$ cat src/rtl/axi_stream_mem_responder.sv
// Memory-side stream responder: single-port RAM fed by a write stream and a read-request stream.
// It returns read payloads in order through a 2-entry response FIFO, and writes win arbitration until a read has waited STARVE_LIMIT cycles.
module axi_stream_mem_responder #(
    parameter int ADDR_WIDTH   = 2,
    parameter int DATA_WIDTH   = 64,
    parameter int DEPTH        = 4,
    parameter int STARVE_LIMIT = 4
) (
    input  logic                             clk,
    input  logic                             rst,
    input  logic [ADDR_WIDTH-1:0]            s_axis_req_tdata,
    input  logic                             s_axis_req_tvalid,
    output logic                             s_axis_req_tready,
    input  logic                             s_axis_req_tlast,
    output logic [DATA_WIDTH-1:0]            m_axis_pl_tdata,
    output logic                             m_axis_pl_tvalid,
    input  logic                             m_axis_pl_tready,
    output logic                             m_axis_pl_tlast,
    input  logic [ADDR_WIDTH+DATA_WIDTH-1:0] s_axis_wr_tdata,
    input  logic                             s_axis_wr_tvalid,
    output logic                             s_axis_wr_tready,
    input  logic                             s_axis_wr_tlast,
    output logic                             err_oob
);

    localparam int IDX_W = (DEPTH > 1) ? $clog2(DEPTH) : 1;
    localparam int SC_W  = $clog2(STARVE_LIMIT + 1);
    localparam logic [ADDR_WIDTH:0] DEPTH_L    = (ADDR_WIDTH + 1)'(DEPTH);
    localparam logic [SC_W-1:0]     STARVE_MAX = SC_W'(STARVE_LIMIT);

    function automatic logic addr_oob(input logic [ADDR_WIDTH-1:0] a);
        return {1'b0, a} >= DEPTH_L;
    endfunction

    logic [DATA_WIDTH-1:0] ram_mem [DEPTH];
    logic [DATA_WIDTH-1:0] rd_data_p1;
    logic [DATA_WIDTH-1:0] fifo_mem [2];

    logic [1:0]      fifo_count_q, fifo_count_d;
    logic            fifo_wr_ptr_q, fifo_wr_ptr_d;
    logic            fifo_rd_ptr_q, fifo_rd_ptr_d;
    logic            rd_vld_p1_q, rd_vld_p1_d;
    logic [SC_W-1:0] starve_cnt_q, starve_cnt_d;
    logic            err_oob_q, err_oob_d;

    logic                  rd_ok, wr_grant, rd_grant;
    logic                  fifo_push, fifo_pop;
    logic [ADDR_WIDTH-1:0] wr_addr;
    logic [DATA_WIDTH-1:0] wr_wdata;
    logic                  unused_tlast;

    assign wr_addr      = s_axis_wr_tdata[ADDR_WIDTH+DATA_WIDTH-1 -: ADDR_WIDTH];
    assign wr_wdata     = s_axis_wr_tdata[DATA_WIDTH-1:0];
    assign unused_tlast = s_axis_req_tlast ^ s_axis_wr_tlast;

    // Arbitration and control next-state
    always_comb begin
        rd_ok    = s_axis_req_tvalid && ((fifo_count_q + {1'b0, rd_vld_p1_q}) < 2'd2);
        wr_grant = s_axis_wr_tvalid && (!rd_ok || (starve_cnt_q < STARVE_MAX));
        rd_grant = rd_ok && !wr_grant;

        fifo_push = rd_vld_p1_q;
        fifo_pop  = (fifo_count_q != 2'd0) && m_axis_pl_tready;

        starve_cnt_d = starve_cnt_q;
        if (rd_grant) begin
            starve_cnt_d = '0;
        end else if (rd_ok && wr_grant && (starve_cnt_q < STARVE_MAX)) begin
            starve_cnt_d = starve_cnt_q + 1'b1;
        end

        err_oob_d = err_oob_q
                  | (wr_grant && addr_oob(wr_addr))
                  | (rd_grant && addr_oob(s_axis_req_tdata));

        rd_vld_p1_d   = rd_grant;
        fifo_wr_ptr_d = fifo_wr_ptr_q ^ fifo_push;
        fifo_rd_ptr_d = fifo_rd_ptr_q ^ fifo_pop;

        fifo_count_d = fifo_count_q;
        if (fifo_push && !fifo_pop) begin
            fifo_count_d = fifo_count_q + 2'd1;
        end else if (!fifo_push && fifo_pop) begin
            fifo_count_d = fifo_count_q - 2'd1;
        end
    end

    always_ff @(posedge clk) begin
        if (rst) begin
            fifo_count_q  <= 2'd0;
            fifo_wr_ptr_q <= 1'b0;
            fifo_rd_ptr_q <= 1'b0;
            rd_vld_p1_q   <= 1'b0;
            starve_cnt_q  <= '0;
            err_oob_q     <= 1'b0;
        end else begin
            fifo_count_q  <= fifo_count_d;
            fifo_wr_ptr_q <= fifo_wr_ptr_d;
            fifo_rd_ptr_q <= fifo_rd_ptr_d;
            rd_vld_p1_q   <= rd_vld_p1_d;
            starve_cnt_q  <= starve_cnt_d;
            err_oob_q     <= err_oob_d;
        end
    end

    // p0 -> p1: RAM write commit and synchronous read; p1 -> FIFO: push of the read word
    always_ff @(posedge clk) begin
        if (wr_grant && !addr_oob(wr_addr)) begin
            ram_mem[wr_addr[IDX_W-1:0]] <= wr_wdata;
        end
        if (rd_grant) begin
            rd_data_p1 <= addr_oob(s_axis_req_tdata) ? '0 : ram_mem[s_axis_req_tdata[IDX_W-1:0]];
        end
        if (fifo_push) begin
            fifo_mem[fifo_wr_ptr_q] <= rd_data_p1;
        end
    end

    assign s_axis_wr_tready  = wr_grant;
    assign s_axis_req_tready = rd_grant;
    assign m_axis_pl_tvalid  = (fifo_count_q != 2'd0);
    assign m_axis_pl_tdata   = m_axis_pl_tvalid ? fifo_mem[fifo_rd_ptr_q] : '0;
    assign m_axis_pl_tlast   = 1'b1;
    assign err_oob           = err_oob_q;

endmodule

$ cat config.mk
export PLATFORM = sky130hd
export DESIGN_NAME = axi_stream_mem_responder
export DESIGN_NICKNAME = d
export VERILOG_FILES = /design/src/rtl/axi_stream_mem_responder.sv
export SDC_FILE = /design/constraint.sdc
export NUM_CORES = 1
export LEC_CHECK = 0
export BUFFER_PORTS_ARGS = -buffer_cell sky130_fd_sc_hd__buf_4
export CAP_MARGIN = 20
export CORE_MARGIN = 1
export CORE_UTILIZATION = 55
export CTS_BUF_LIST = sky130_fd_sc_hd__clkbuf_8
export DETAILED_ROUTE_END_ITERATION = 8
export PLACE_DENSITY_LB_ADDON = 0.05
export SLEW_MARGIN = 20
export SYNTH_ARGS = -nofsm -noshare
export SYNTH_HDL_FRONTEND = slang
export SYNTH_SLANG_ARGS = --single-unit
$ cat constraint.sdc
create_clock -name clk -period 6.6 [get_ports clk]
set_input_delay 0.33 -clock clk [delete_from_list [all_inputs] [get_ports clk]]
set_output_delay 0.33 -clock clk [all_outputs]
set_load 0.05 [all_outputs]
# [Word level (Yosys, flattened, before mapping)]
# Memories as Yosys holds them, arrays and structs flattened. A register that Yosys moved wholly into a read port is not among the register bits.
# Cells that the tools add are included.
[totals] output_inout_bits=69 memories=2 input_bits=75 ram_bits=384 ff_bits=8
[classes] n_reduce_logical=16 muxes=8 add_sub_neg=4 bitwise=2 n_lt_le_gt_ge=2
[memory_table] name="ram_mem" depth=4 width=64 rd=1 rd_ports_with_merged_regs=1 wr=1 line_no="35" source="logic [DATA_WIDTH-1:0] ram_mem [DEPTH];"
[memory_table] name="fifo_mem" depth=2 width=64 rd=1 rd_ports_with_merged_regs=1 wr=1 line_no="37" source="logic [DATA_WIDTH-1:0] fifo_mem [2];"
[ops] op="2-to-1 mux 64 bit" n=1
[ops] op="logical AND 1 bit" n=8
[ops] op="2-to-1 mux 1 bit" n=5
[ops] op="logical NOT 1 bit" n=4
[ops] op="2-to-1 mux 2 bit" n=2
[ops] op="nonzero test 2 bit" n=2
[ops] op="adder 3 x 1 -> 3 bit (second input constant)" n=1
[ops] op="< comparator 3 bit (second input constant)" n=1
[ops] op="adder 2 x 1 -> 2 bit" n=1
[ops] op="adder 2 x 1 -> 2 bit (second input constant)" n=1
[ops] op="< comparator 2 bit (second input constant)" n=1
[ops] op="OR reduction 2 bit" n=1
[ops] op="subtractor 2 x 1 -> 2 bit (second input constant)" n=1
[ops] op="bitwise XOR 1 bit" n=2
[ops] op="logical OR 1 bit" n=1

# [Depth between registers and ports, before layout]
[logic_depth] word_depth=9 ltp_mapped=5 depth_no_buf=5

# [Least setup slack after synthesis]
# OpenSTA, ideal clock, no wires.
[synth_timing] kind="register -> register" from="reg fifo_count_q[0]" to="mem ram_mem[2][0], enable pin" t_required_ns=6.022 path_buffers=0 arrival_ns=5.439 period_less_slack_ns=6.017 stages_incl_launch_ff=4 slack_ns=0.583 setup_ns=0.578 path_cell_list="dfxtp_1 and3b_1 o41ai_2 nor3b_1"
[synth_between] elab_chain_len=8
[synth_rtl] element="from (decl)" line_no="39" source="logic [1:0] fifo_count_q, fifo_count_d;"
[synth_rtl] element="from (signal assigned)" line_no="97" source="fifo_count_q <= fifo_count_d;"
[synth_rtl] element="adder 2 x 1 -> 2 bit" line_no="58" source="rd_ok = s_axis_req_tvalid && ((fifo_count_q + {1'b0, rd_vld_p1_q}) < 2'd2);"
[synth_rtl] element="< comparator 2 bit" line_no="58"
[synth_rtl] element="logical AND 1 bit" line_no="58"
[synth_rtl] element="logical NOT 1 bit" line_no="59" source="wr_grant = s_axis_wr_tvalid && (!rd_ok || (starve_cnt_q < STARVE_MAX));"
[synth_rtl] element="logical OR 1 bit" line_no="59"
[synth_rtl] element="logical AND 1 bit" line_no="59"
[synth_rtl] element="2-to-1 mux 1 bit" line_no="108" source="if (wr_grant && !addr_oob(wr_addr)) begin"
[synth_rtl] element="2-to-1 mux 1 bit (not written as such)" line_no="109" source="ram_mem[wr_addr[IDX_W-1:0]] <= wr_wdata;"
[synth_rtl] element="to (decl)" line_no="35"
# No other way between the ends.

# [Worst setup path after layout]
[layout_timing] from="reg fifo_count_q[1]" to="out s_axis_req_tready"
[layout_between] elab_chain_len=8
[layout_rtl] element="adder 2 x 1 -> 2 bit (*)" line_no="58"
[layout_rtl] element="< comparator 2 bit (*)" line_no="58"
[layout_rtl] element="logical AND 1 bit (*)" line_no="58"
[layout_rtl] element="logical NOT 1 bit" line_no="59"
[layout_rtl] element="logical OR 1 bit" line_no="59"
[layout_rtl] element="logical AND 1 bit" line_no="59"
[layout_rtl] element="logical NOT 1 bit" line_no="60" source="rd_grant = rd_ok && !wr_grant;"
[layout_rtl] element="logical AND 1 bit (*)" line_no="60"
[layout_rtl] element="to (decl)" line_no="13" source="output logic s_axis_req_tready,"
# Mark *: on every way between the ends. The rest lies on a longest branch, timed or not.

==> results.py <==
metrics = {
    "outcome": {
        "status": "completed",
    },
    "sta": {
        "tightest_slew_ns": 1.08,
        "slew_headroom": 0.279,
        "hold_violations": 0,
        "setup_viol": 0,
        "fin_skew_ns": 0.0219,
        "fmaxAchievable_mhz": 297,
        "period_needed_ns": 3.37,
        "tns_ns": 0,
        "rsz0062_at_grt": "false",
        "fin_crit_sh": 0.511,
        "finalMaxSlewViolations": 0,
    },
    "synthesis": {
        "netlist_area_um2": 16400,
        "synth_area_leader_cell": "edfxtp_1",
        "ys_ff_latch": 456,
        "syn_area_per_cell_um2": 22.6,
        "yosysUniqueCellTypes": 31,
        "synthAdderAreaFrac": 0.00306,
        "synth-simple-area-share": 0.0215,
        "yosysWarnings": 0,
        "synth_xor_area_frac": 0.00160,
        "syn_nets": 803,
        "synthTopCellsByArea": "edfxtp_1, mux4_2, mux2i_1",
        "synth_top_area_share": 0.821,
        "muxShareOfSynthArea": 0.128,
        "synth_compound_area_frac": 0.00321,
        "synth_top_family_by_area": "multiplexers",
        "seq_area_frac_synth": 0.831,
        "syn_inst": 724,
    },
    "detailed_routing": {
        "drc": 0,
        "vias": 7655,
        "antenna_left": 0,
        "drt-vias-per-instance": 5.41,
        "wl_per_cell_um": 20.7,
        "dr.pass1.iters": 5,
        "drt-total-wl_um": 29300,
        "drt_iter0_markers": 476,
    },
    "power": {
        "p_leak_nw": 6.75,
        "swShare": 0.304,
        "peakVddDrop_uv": 265,
        "pwr-share-clk": 0.292,
        "powerDensity_nw_per_um2": 354,
        "p_int_mw": 4.87,
        "p_sw_mw": 2.13,
        "p_seq_frac": 0.491,
        "power_frac_comb": 0.217,
    },
    "layout": {
        "area_growth_pct": 20.8,
        "drive_gt1_frac": 0.295,
        "fillers": 1829,
        "final_util": 0.682,
        "final_nets": 1060,
        "multi_input_area_um2": 2650,
        "regArea_um2": 13600,
    },
    "floorplanning": {
        "dieArea_um2": 30500,
        "dieHeight_um": 175,
        "fp-row-count": 62,
        "initial_utilization": 0.565,
        "die_w_um": 175,
        "core_um2": 29000,
        "io_pins": 144,
    },
    "grt": {
        "grt_pass1_wl_um": 45700,
        "antenna_found_initial": 1,
        "grt_overflow_total": 0,
        "grt_use_total": 0.200,
        "grt_pass1_vias": 8351,
        "grt_max_degree": 66,
    },
    "clock_tree": {
        "clock_sinks": 456,
        "clk_pin_slew_worst_paths_ns": 0.06,
        "clk_path_buf_depth": 3,
        "htreeDepth": 3,
        "tritoncts": "built",
        "cts_root_buffer": "clkbuf_8",
        "cts.repair.resized": 0,
        "clk-insertion-delay-late_ns": 0.57,
        "cts_buffers": 73,
    },
    "min_path": {
        "hp-class": "in -> reg",
    },
    "flow_run": {
        "cap_violations": 0,
    },
    "critical_path": {
        "startpoint_type": "flip-flop",
        "crit_type": "reg -> out",
        "worstPathRequired_ns": 6.27,
        "worst-path-max-fanout": 65,
        "cp.arrival_ns": 3.04,
        "endpoint_kind": "output pin",
        "r2r_slack_ns": 4.06,
    },
    "placement": {
        "io_buffers": 139,
        "dp_hpwl_um": 14600,
        "gp_congestion": 0.730,
    },
}
## layout make-up
type	count	share of cell area
Sequential cell	456	0.688
Multi-Input combinational cell	231	0.134
Timing Repair Buffer	213	0.0897
Clock buffer	76	0.0529
Tap cell	384	0.0243
Clock inverter	47	0.00949
Inverter	6	0.00114
Antenna cell	1	0.000126
## worst max-delay path, stage by stage (launching register included)
cell and delay, ns:
dfxtp_1 0.43, and3b_1 0.24, or3_1 0.50, nor2_4 0.14, buf_4 0.81, buf_4 0.35
## power by group through the flow
stage | Sequential [mW] | Combinational [mW] | Clock (mW)
floorplan | 3.45 | 1.05 | 0
global placement | 3.48 | 1.48 | 0
detailed placement | 3.50 | 1.50 | 0
CTS | 3.44 | 1.54 | 2.11
global route | 3.45 | 1.60 | 2.23
finish | 3.44 | 1.52 | 2.04
## Yosys cell counts
cell type and count:
a21boi_1 1, nor3b_1 2, and3b_1 1, dfxtp_1 8, o41ai_2 1, inv_1 6, o21ai_1 1, nand3_1 1
or3_1 1, nor2b_1 1, a21oi_1 1, conb_1 2, nor3_1 1, xor2_1 3, clkbuf_1 6, buf_1 6
ha_1 4, nor2_1 71, nor3_2 1, or3_2 1, nand4_1 1, o311ai_0 1, mux4_2 64, clkbuf_2 1
buf_6 1, buf_4 4, buf_2 13, o21ai_0 2, edfxtp_1 448, mux2i_1 66, nand2_1 4
## flip-flops by register name (all words and copies together) (netlist names)
register,cells
fifo_rd_ptr_q,1
fifo_wr_ptr_q,1
fifo_count_q,2
rd_data_p1,64
fifo_mem,128
ram_mem,256
fifo_push,1
starve_cnt_q,3
## stage by stage
step           instances  setup slack [ns]  cell area (um2)  hold WS (ns)  power, mW
6_report            1414              3.23            19800        0.0976       7.00
3_5_place_dp        1224              3.75            17900         0.430       5.00
5_1_grt             1414              3.03            19800        0.0747       7.28
3_3_place_gp        1224              3.82            17900         0.422       4.97
4_1_cts             1412              3.12            19800        0.0479       7.09
2_1_floorplan        724             0.583            16400         0.397       4.50
## timing repair
item                                    CTS  global route
endpoints found under the setup margin    0             0
hold endpoints to repair                261             0
hold buffers                             65             0
buffers inserted                          0             0
## cell families (layout without fill, tap and decap cells)
family / count (synthesis) / after routing
AO/OA/AOI/OAI: 7 / 7
other: 2 / 3
flip-flops: 456 / 456
AND/OR/NAND/NOR: 85 / 85
multiplexers: 130 / 130
XOR/XNOR: 3 / 3
adder cells (fa/ha/maj): 4 / 4
buffers and inverters: 37 / 342
## per-layer routing
metal  up-vias  track usage  wire length (um)
met2       231        0.347             15300
li1       3440            -                 -
met3        63       0.0385              1530
met4         0       0.0721               646
met1      3921        0.254             11800
met5         -            0                 0
## cells in the final DEF, fill, tap and decap left out
cell type and count:
clkinv_2 2, ha_4 2, nor2b_1 1, o311ai_0 1, edfxtp_1 448, xor2_1 3
mux2i_1 66, o21ai_0 2, dfxtp_1 7, a21boi_1 1, inv_1 32, dfxtp_4 1
mux4_2 64, nor3b_2 2, nor3_2 2, o21ai_1 1, inv_6 1, clkinv_1 17
buf_12 1, nor2_4 3, dlygate4sd3_1 65, or3_1 1, clkbuf_8 76, or3_2 1
ha_1 2, a21oi_1 1, o41ai_2 1, nand4_1 1, nor2_1 68, and3b_1 1
nand3_1 1, buf_4 147, diode_2 1, clkinvlp_4 1, nand2_1 4, conb_1 2
## worst paths after layout
check / cells after the start / endpoint / from
hold / removal: 3 / starve_cnt_q[2]$_SDFFE_PP0P_ / s_axis_wr_tvalid
setup / recovery: 5 / s_axis_req_tready / fifo_count_q[1]$_SDFFE_PP0P_
hold reg to reg: 0 / fifo_mem[1][7]$_DFFE_PP_ / rd_data_p1[7]$_DFFE_PP_
setup reg to reg: 4 / rd_data_p1[34]$_DFFE_PP_ / fifo_count_q[1]$_SDFFE_PP0P_
(Power assumes the default switching activity.)
